### src/rtl/mem_arb_pkg.sv
// Shared types for the instruction/data memory arbiter: FSM states, owner ids, default width.
// No logic of its own, so no latency.
// Backpressure is not applicable here; the arbiter and picker use these definitions.
package mem_arb_pkg;

    localparam int ADDR_W_DEF = 32;

    typedef enum logic [1:0] {
        ST_IDLE = 2'd0,
        ST_REQ  = 2'd1,
        ST_WAIT = 2'd2,
        ST_DONE = 2'd3
    } state_t;

    typedef enum logic {
        OWN_INST = 1'b0,
        OWN_DATA = 1'b1
    } owner_t;

endpackage

### src/rtl/mem_arb_pick.sv
// Grant selection between the fetch and MEM-stage requesters (MEM_ARB_ROUND_ROBIN_EN picks alternation).
// Purely combinational, so it adds 0 cycles of latency.
// Backpressure is not applicable; the caller only samples the grant while its FSM is idle.
module mem_arb_pick
    import mem_arb_pkg::*;
(
    input  logic   inst_req,
    input  logic   data_req,
`ifdef MEM_ARB_ROUND_ROBIN_EN
    input  owner_t last_owner,
`endif
    output logic   gnt_vld,
    output owner_t gnt_owner
);

    always_comb begin
        gnt_vld   = inst_req | data_req;
        gnt_owner = OWN_INST;
`ifdef MEM_ARB_ROUND_ROBIN_EN
        // On a tie, the side that did not win last time gets the grant.
        if (inst_req && data_req) begin
            gnt_owner = (last_owner == OWN_INST) ? OWN_DATA : OWN_INST;
        end else if (data_req) begin
            gnt_owner = OWN_DATA;
        end
`else
        if (data_req) begin
            gnt_owner = OWN_DATA;
        end
`endif
    end

endmodule

### src/rtl/mem_arbiter.sv
// Arbitrates fetch and MEM-stage requests onto one SRAM-like bus, one transaction at a time (MEM_ARB_ROUND_ROBIN_EN selects round-robin).
// Latency is at least 3 cycles from request to done (IDLE -> REQ -> WAIT -> DONE).
// Backpressure: bus_req is held with stable fields until bus_addr_ok; requesters hold their request until done.
module mem_arbiter
    import mem_arb_pkg::*;
#(
    parameter int ADDR_W = ADDR_W_DEF
) (
    input  logic              clk,
    input  logic              rst,

    input  logic              inst_req,
    input  logic [ADDR_W-1:0] inst_addr,
    output logic [ADDR_W-1:0] inst_rdata,
    output logic              inst_done,

    input  logic              data_req,
    input  logic              data_wr,
    input  logic [3:0]        data_wstrb,
    input  logic [ADDR_W-1:0] data_addr,
    input  logic [ADDR_W-1:0] data_wdata,
    output logic [ADDR_W-1:0] data_rdata,
    output logic              data_done,

    input  logic              flush,

    output logic              bus_req,
    output logic              bus_wr,
    output logic [3:0]        bus_wstrb,
    output logic [ADDR_W-1:0] bus_addr,
    output logic [ADDR_W-1:0] bus_wdata,
    input  logic              bus_addr_ok,
    input  logic              bus_data_ok,
    input  logic [ADDR_W-1:0] bus_rdata,

    output logic              stallreq_if,
    output logic              stallreq_mem
);

    state_t            state_q, state_d;
    owner_t            owner_q, owner_d;
    logic              wr_q, wr_d;
    logic [3:0]        wstrb_q, wstrb_d;
    logic [ADDR_W-1:0] addr_q, addr_d;
    logic [ADDR_W-1:0] wdata_q, wdata_d;
    logic              discard_q, discard_d;
    logic [ADDR_W-1:0] inst_rdata_q, inst_rdata_d;
    logic [ADDR_W-1:0] data_rdata_q, data_rdata_d;

    logic              gnt_vld;
    owner_t            gnt_owner;

`ifdef MEM_ARB_ROUND_ROBIN_EN
    owner_t            rr_q, rr_d;
`endif

    mem_arb_pick u_pick (
        .inst_req   (inst_req),
        .data_req   (data_req),
`ifdef MEM_ARB_ROUND_ROBIN_EN
        .last_owner (rr_q),
`endif
        .gnt_vld    (gnt_vld),
        .gnt_owner  (gnt_owner)
    );

    always_comb begin
        state_d      = state_q;
        owner_d      = owner_q;
        wr_d         = wr_q;
        wstrb_d      = wstrb_q;
        addr_d       = addr_q;
        wdata_d      = wdata_q;
        discard_d    = discard_q;
        inst_rdata_d = inst_rdata_q;
        data_rdata_d = data_rdata_q;
`ifdef MEM_ARB_ROUND_ROBIN_EN
        rr_d         = rr_q;
`endif

        case (state_q)
            ST_IDLE: begin
                if (gnt_vld) begin
                    state_d   = ST_REQ;
                    owner_d   = gnt_owner;
                    discard_d = 1'b0;
`ifdef MEM_ARB_ROUND_ROBIN_EN
                    rr_d      = gnt_owner;
`endif
                    if (gnt_owner == OWN_DATA) begin
                        wr_d    = data_wr;
                        wstrb_d = data_wstrb;
                        addr_d  = data_addr;
                        wdata_d = data_wdata;
                    end else begin
                        wr_d    = 1'b0;
                        wstrb_d = 4'b0000;
                        addr_d  = inst_addr;
                        wdata_d = '0;
                    end
                end
            end
            ST_REQ: begin
                // A flushed fetch still runs to completion on the bus; only its result is dropped.
                if (flush && owner_q == OWN_INST) begin
                    discard_d = 1'b1;
                end
                if (bus_addr_ok) begin
                    state_d = ST_WAIT;
                end
            end
            ST_WAIT: begin
                if (flush && owner_q == OWN_INST) begin
                    discard_d = 1'b1;
                end
                if (bus_data_ok) begin
                    state_d = ST_DONE;
                    if (owner_q == OWN_INST) begin
                        inst_rdata_d = bus_rdata;
                    end else if (!wr_q) begin
                        data_rdata_d = bus_rdata;
                    end
                end
            end
            ST_DONE: begin
                state_d   = ST_IDLE;
                discard_d = 1'b0;
            end
            default: begin
                state_d = ST_IDLE;
            end
        endcase
    end

    always_ff @(posedge clk) begin
        if (rst) begin
            state_q      <= ST_IDLE;
            owner_q      <= OWN_INST;
            wr_q         <= 1'b0;
            wstrb_q      <= 4'b0000;
            addr_q       <= '0;
            wdata_q      <= '0;
            discard_q    <= 1'b0;
            inst_rdata_q <= '0;
            data_rdata_q <= '0;
`ifdef MEM_ARB_ROUND_ROBIN_EN
            rr_q         <= OWN_INST;
`endif
        end else begin
            state_q      <= state_d;
            owner_q      <= owner_d;
            wr_q         <= wr_d;
            wstrb_q      <= wstrb_d;
            addr_q       <= addr_d;
            wdata_q      <= wdata_d;
            discard_q    <= discard_d;
            inst_rdata_q <= inst_rdata_d;
            data_rdata_q <= data_rdata_d;
`ifdef MEM_ARB_ROUND_ROBIN_EN
            rr_q         <= rr_d;
`endif
        end
    end

    assign bus_req      = (state_q == ST_REQ);
    assign bus_wr       = wr_q;
    assign bus_wstrb    = wstrb_q;
    assign bus_addr     = addr_q;
    assign bus_wdata    = wdata_q;

    assign inst_rdata   = inst_rdata_q;
    assign data_rdata   = data_rdata_q;
    // A flush arriving in the DONE cycle itself also hides the fetch result.
    assign inst_done    = (state_q == ST_DONE) && (owner_q == OWN_INST) && !discard_q && !flush;
    assign data_done    = (state_q == ST_DONE) && (owner_q == OWN_DATA);

    assign stallreq_if  = inst_req & ~inst_done;
    assign stallreq_mem = data_req & ~data_done;

endmodule

### config.mk
export PLATFORM = sky130hd
export DESIGN_NAME = mem_arbiter
export DESIGN_NICKNAME = d
export VERILOG_FILES = /design/src/rtl/mem_arb_pkg.sv /design/src/rtl/mem_arb_pick.sv /design/src/rtl/mem_arbiter.sv
export SDC_FILE = /design/constraint.sdc
export NUM_CORES = 1
export LEC_CHECK = 0
export ABC_AREA = 1
export BUFFER_PORTS_ARGS = -buffer_cell sky130_fd_sc_hd__buf_2
export CAP_MARGIN = 10
export CORE_AREA = 5 5 115 117
export CTS_CLUSTER_DIAMETER = 150
export DETAILED_ROUTE_END_ITERATION = 12
export DIE_AREA = 0 0 120 122
export GPL_TIMING_DRIVEN = 0
export PLACE_DENSITY_LB_ADDON = 0.3
export SYNTH_ARGS = -nofsm -noshare
export SYNTH_HDL_FRONTEND = slang
export SYNTH_SLANG_ARGS = --single-unit
### constraint.sdc
create_clock -name clk -period 1.7 [get_ports clk]
set_clock_uncertainty 0.05 [all_clocks]
set_input_delay 0.085 -clock clk [delete_from_list [all_inputs] [get_ports clk]]
set_output_delay 0.085 -clock clk [all_outputs]
set_load 0.005 [all_outputs]
==> impl_metrics.py <==
metrics = {
    "status": {
        "outcome": "completed",
    },
    "routing": {
        "via_per_inst": 4.83,
        "routedWlPerCell_um": 14.8,
        "drc": 0,
        "wl_um": 19600,
        "ant_nets": 0,
        "dr.first_iter.drc_count": 407,
        "drt_first_pass_iters": 5,
        "vias": 6391,
    },
    "clock_network": {
        "cts.sinks": 137,
        "h-tree-depth": 4,
        "cts_tree": "yes",
        "cts_buffers": 17,
        "insertion_delay_ns": 0.41,
        "root_buffer": "clkbuf_16",
        "clk_path_buf_depth": 2,
        "path_clk_slew_ns": 0.06,
    },
    "timing": {
        "post-route-period-util": 0.929,
        "slew-limit-headroom": 0.685,
        "timing.setup.tns_ns": 0,
        "finalHoldViolCount": 0,
        "layout_setup_ws_ns": 0.121,
        "worst_pin_slew_ns": 0.473,
        "fmax_ghz": 0.634,
        "rsz0062_at_grt": "false",
        "maxSlewViolCount": 0,
        "min_period_ns": 1.58,
        "finalSetupViolCount": 0,
    },
    "yosys": {
        "syn-instance-count": 731,
        "synthesis.nets": 876,
        "synth_top_area_share": 0.519,
        "synth_top_area_cell": "dfxtp_1",
        "synthArstFlopShare": 0,
        "yosysMostFrequentCell": "nor2_1",
        "ys.warnings.count": 0,
        "ys_seq_area_frac": 0.519,
        "ys.flop_type": "dfxtp_1",
        "synthTopCellsByCount": "202 x nor2_1, 182 x nand2_1, 137 x dfxtp_1",
        "ys_ff_latch": 137,
        "synth_area_mm2": 0.00528,
        "synth_edf_count": 0,
        "synth_cell_type_count": 19,
        "synth_area_leaders": "dfxtp_1 52%, nor2_1 14%, nand2_1 13%",
        "syn_avg_cell_area_um2": 7.23,
    },
    "finish": {
        "n_antenna_cell": 0,
        "area_growth_pct": 67.1,
        "n_fill_cell": 931,
        "drive_above_1_share": 0.296,
        "layout.nets": 1306,
        "stdcell_area_mm2": 0.00883,
        "layout.cells.non_filler": 1323,
        "utilization": 0.720,
    },
    "global_route": {
        "grt_max_degree": 17,
        "groute.usage.overall": 0.262,
        "grt_pass1_wl_um": 30700,
        "grt_overflow_total": 0,
        "grt-busiest-layer": "met2",
        "grt_use_met3": 0.0859,
        "use_met1": 0.287,
        "grtUsageMet2": 0.463,
        "antenna_found_initial": 1,
        "grt_pass1_vias": 6409,
    },
    "floorplanning": {
        "fp-row-count": 41,
        "dieArea_mm2": 0.0146,
        "die_h_um": 122,
        "die_w_um": 120,
        "num_io_pins": 278,
        "coreArea_mm2": 0.0123,
        "start_util": 0.431,
    },
    "critical_path": {
        "critical-path-top-delay-family": "buffers and inverters",
        "worst-setup-path-type": "register to register",
        "crit_top_cell": "inv_1",
        "reg2reg_slack_ns": 0.12,
        "start_kind": "register",
        "slowest_delay_ns": 0.39,
        "path_buf_inv": 4,
        "arrival_ns": 1.83,
        "cp_cell_sequence": "inv_1 -> ha_1 -> inv_1 -> nor2_4 -> buf_4 -> buf_2 -> o21ai_0 -> nor2_1",
        "required_ns": 1.96,
        "cp_slowest_cell": "dfxtp_1",
        "worstSetupEndpointType": "register",
        "cp_max_fo": 10,
    },
    "placed_design": {
        "dpl_cell_area_mm2": 0.00685,
        "port_buffers": 276,
        "dpl.cell_count": 1157,
        "dp_hpwl_um": 12600,
        "post-place-ws_ns": 0.0867,
        "gp_congestion": 0.872,
    },
    "pwr": {
        "peakVddDrop_mv": 0.721,
        "p_per_area_mw_per_mm2": 1280,
        "p_leak_nw": 4.52,
    },
    "run": {
        "drv_cap": 0,
    },
    "worst_hold_path": {
        "hold_class": "input pin to register",
    },
}
## per-stage QoR
stage	total power, mW	hold slack [ns]
floorplan	5.94	0.170
global placement	7.20	0.276
detailed placement	7.26	0.273
CTS	11.2	0.0123
global route	12.0	0.0689
finish	11.3	0.0237
## cells in the final DEF (no fill, tap or decap), drive strengths merged
cell type and n:
nand2 182, nand4 2, ha 5, dlygate4sd3 134
nor3 1, clkbuf 48, a21oi 39, clkinvlp 1
bufinv 2, inv 17, o21ai 97, dfxtp 137
buf 300, clkinv 3, nor2 205
## area by class of cell
cell class,count,area [um^2],area share
flip-flops and latches,137,2740,0.311
multi-input cells,531,2240,0.254
clock buffers,25,515,0.0584
inverters,17,68.8,0.00780
well taps,150,188,0.0213
clock inverters,6,86.3,0.00978
repair buffers,411,2730,0.309
plain buffers,46,251,0.0285
## power breakdown
group	switching, mW	internal (mW)	leakage, nW
Combinational	1.95	1.48	3.11
Clock	1.33	2.38	0.295
Sequential	0.333	3.85	1.12
Total	3.61	7.71	4.52
## what timing repair did
action / in CTS / in global routing
setup buffers: 0 / 1
resized for setup: 0 / 16
endpoints found under the setup margin: 0 / 93
endpoints found under the hold margin: 134 / 0
hold buffers: 134 / 0
## layer usage
layer  part of all wire  vias to the layer above
met3              0.088                       54
li1                   -                     3157
met4              0.029                        2
met5            0.00092                        -
met1               0.39                     2867
met2               0.50                      311
## worst paths after layout
kind,end,start,cells past startpoint
worst min register to register,bus_wdata[1],bus_wdata[1],2
worst max-delay path,bus_addr[3],state_q[0],8
worst min-delay path,state_q[0],bus_addr_ok,6
worst max register to register,bus_addr[3],state_q[0],8
## kinds of logic after synthesis
| kind of cell | count (synthesis) | synth area share |
|---|---|---|
| adder cells (fa/ha/maj) | 5 | 0.0118 |
| buffers and inverters | 63 | 0.0575 |
| flip-flops | 137 | 0.519 |
| AND/OR/NAND/NOR | 390 | 0.283 |
| AO/OA/AOI/OAI | 136 | 0.129 |
## sequential cells by signal, indices dropped and copies added, names as in the netlist
| signal | flops |
|---|---|
| discard_q | 1 |
| bus_addr | 32 |
| inst_rdata | 32 |
| state_q | 2 |
| data_rdata | 32 |
| bus_wstrb | 4 |
| bus_wdata | 32 |
| owner_q | 1 |
| bus_wr | 1 |
## tightest hold or removal path, delay by kind of cell
kind | cells | cell delay [ns]
buffers and inverters | 2 | 0.11
AND/OR/NAND/NOR | 4 | 0.24
(Power assumes the default switching activity.)
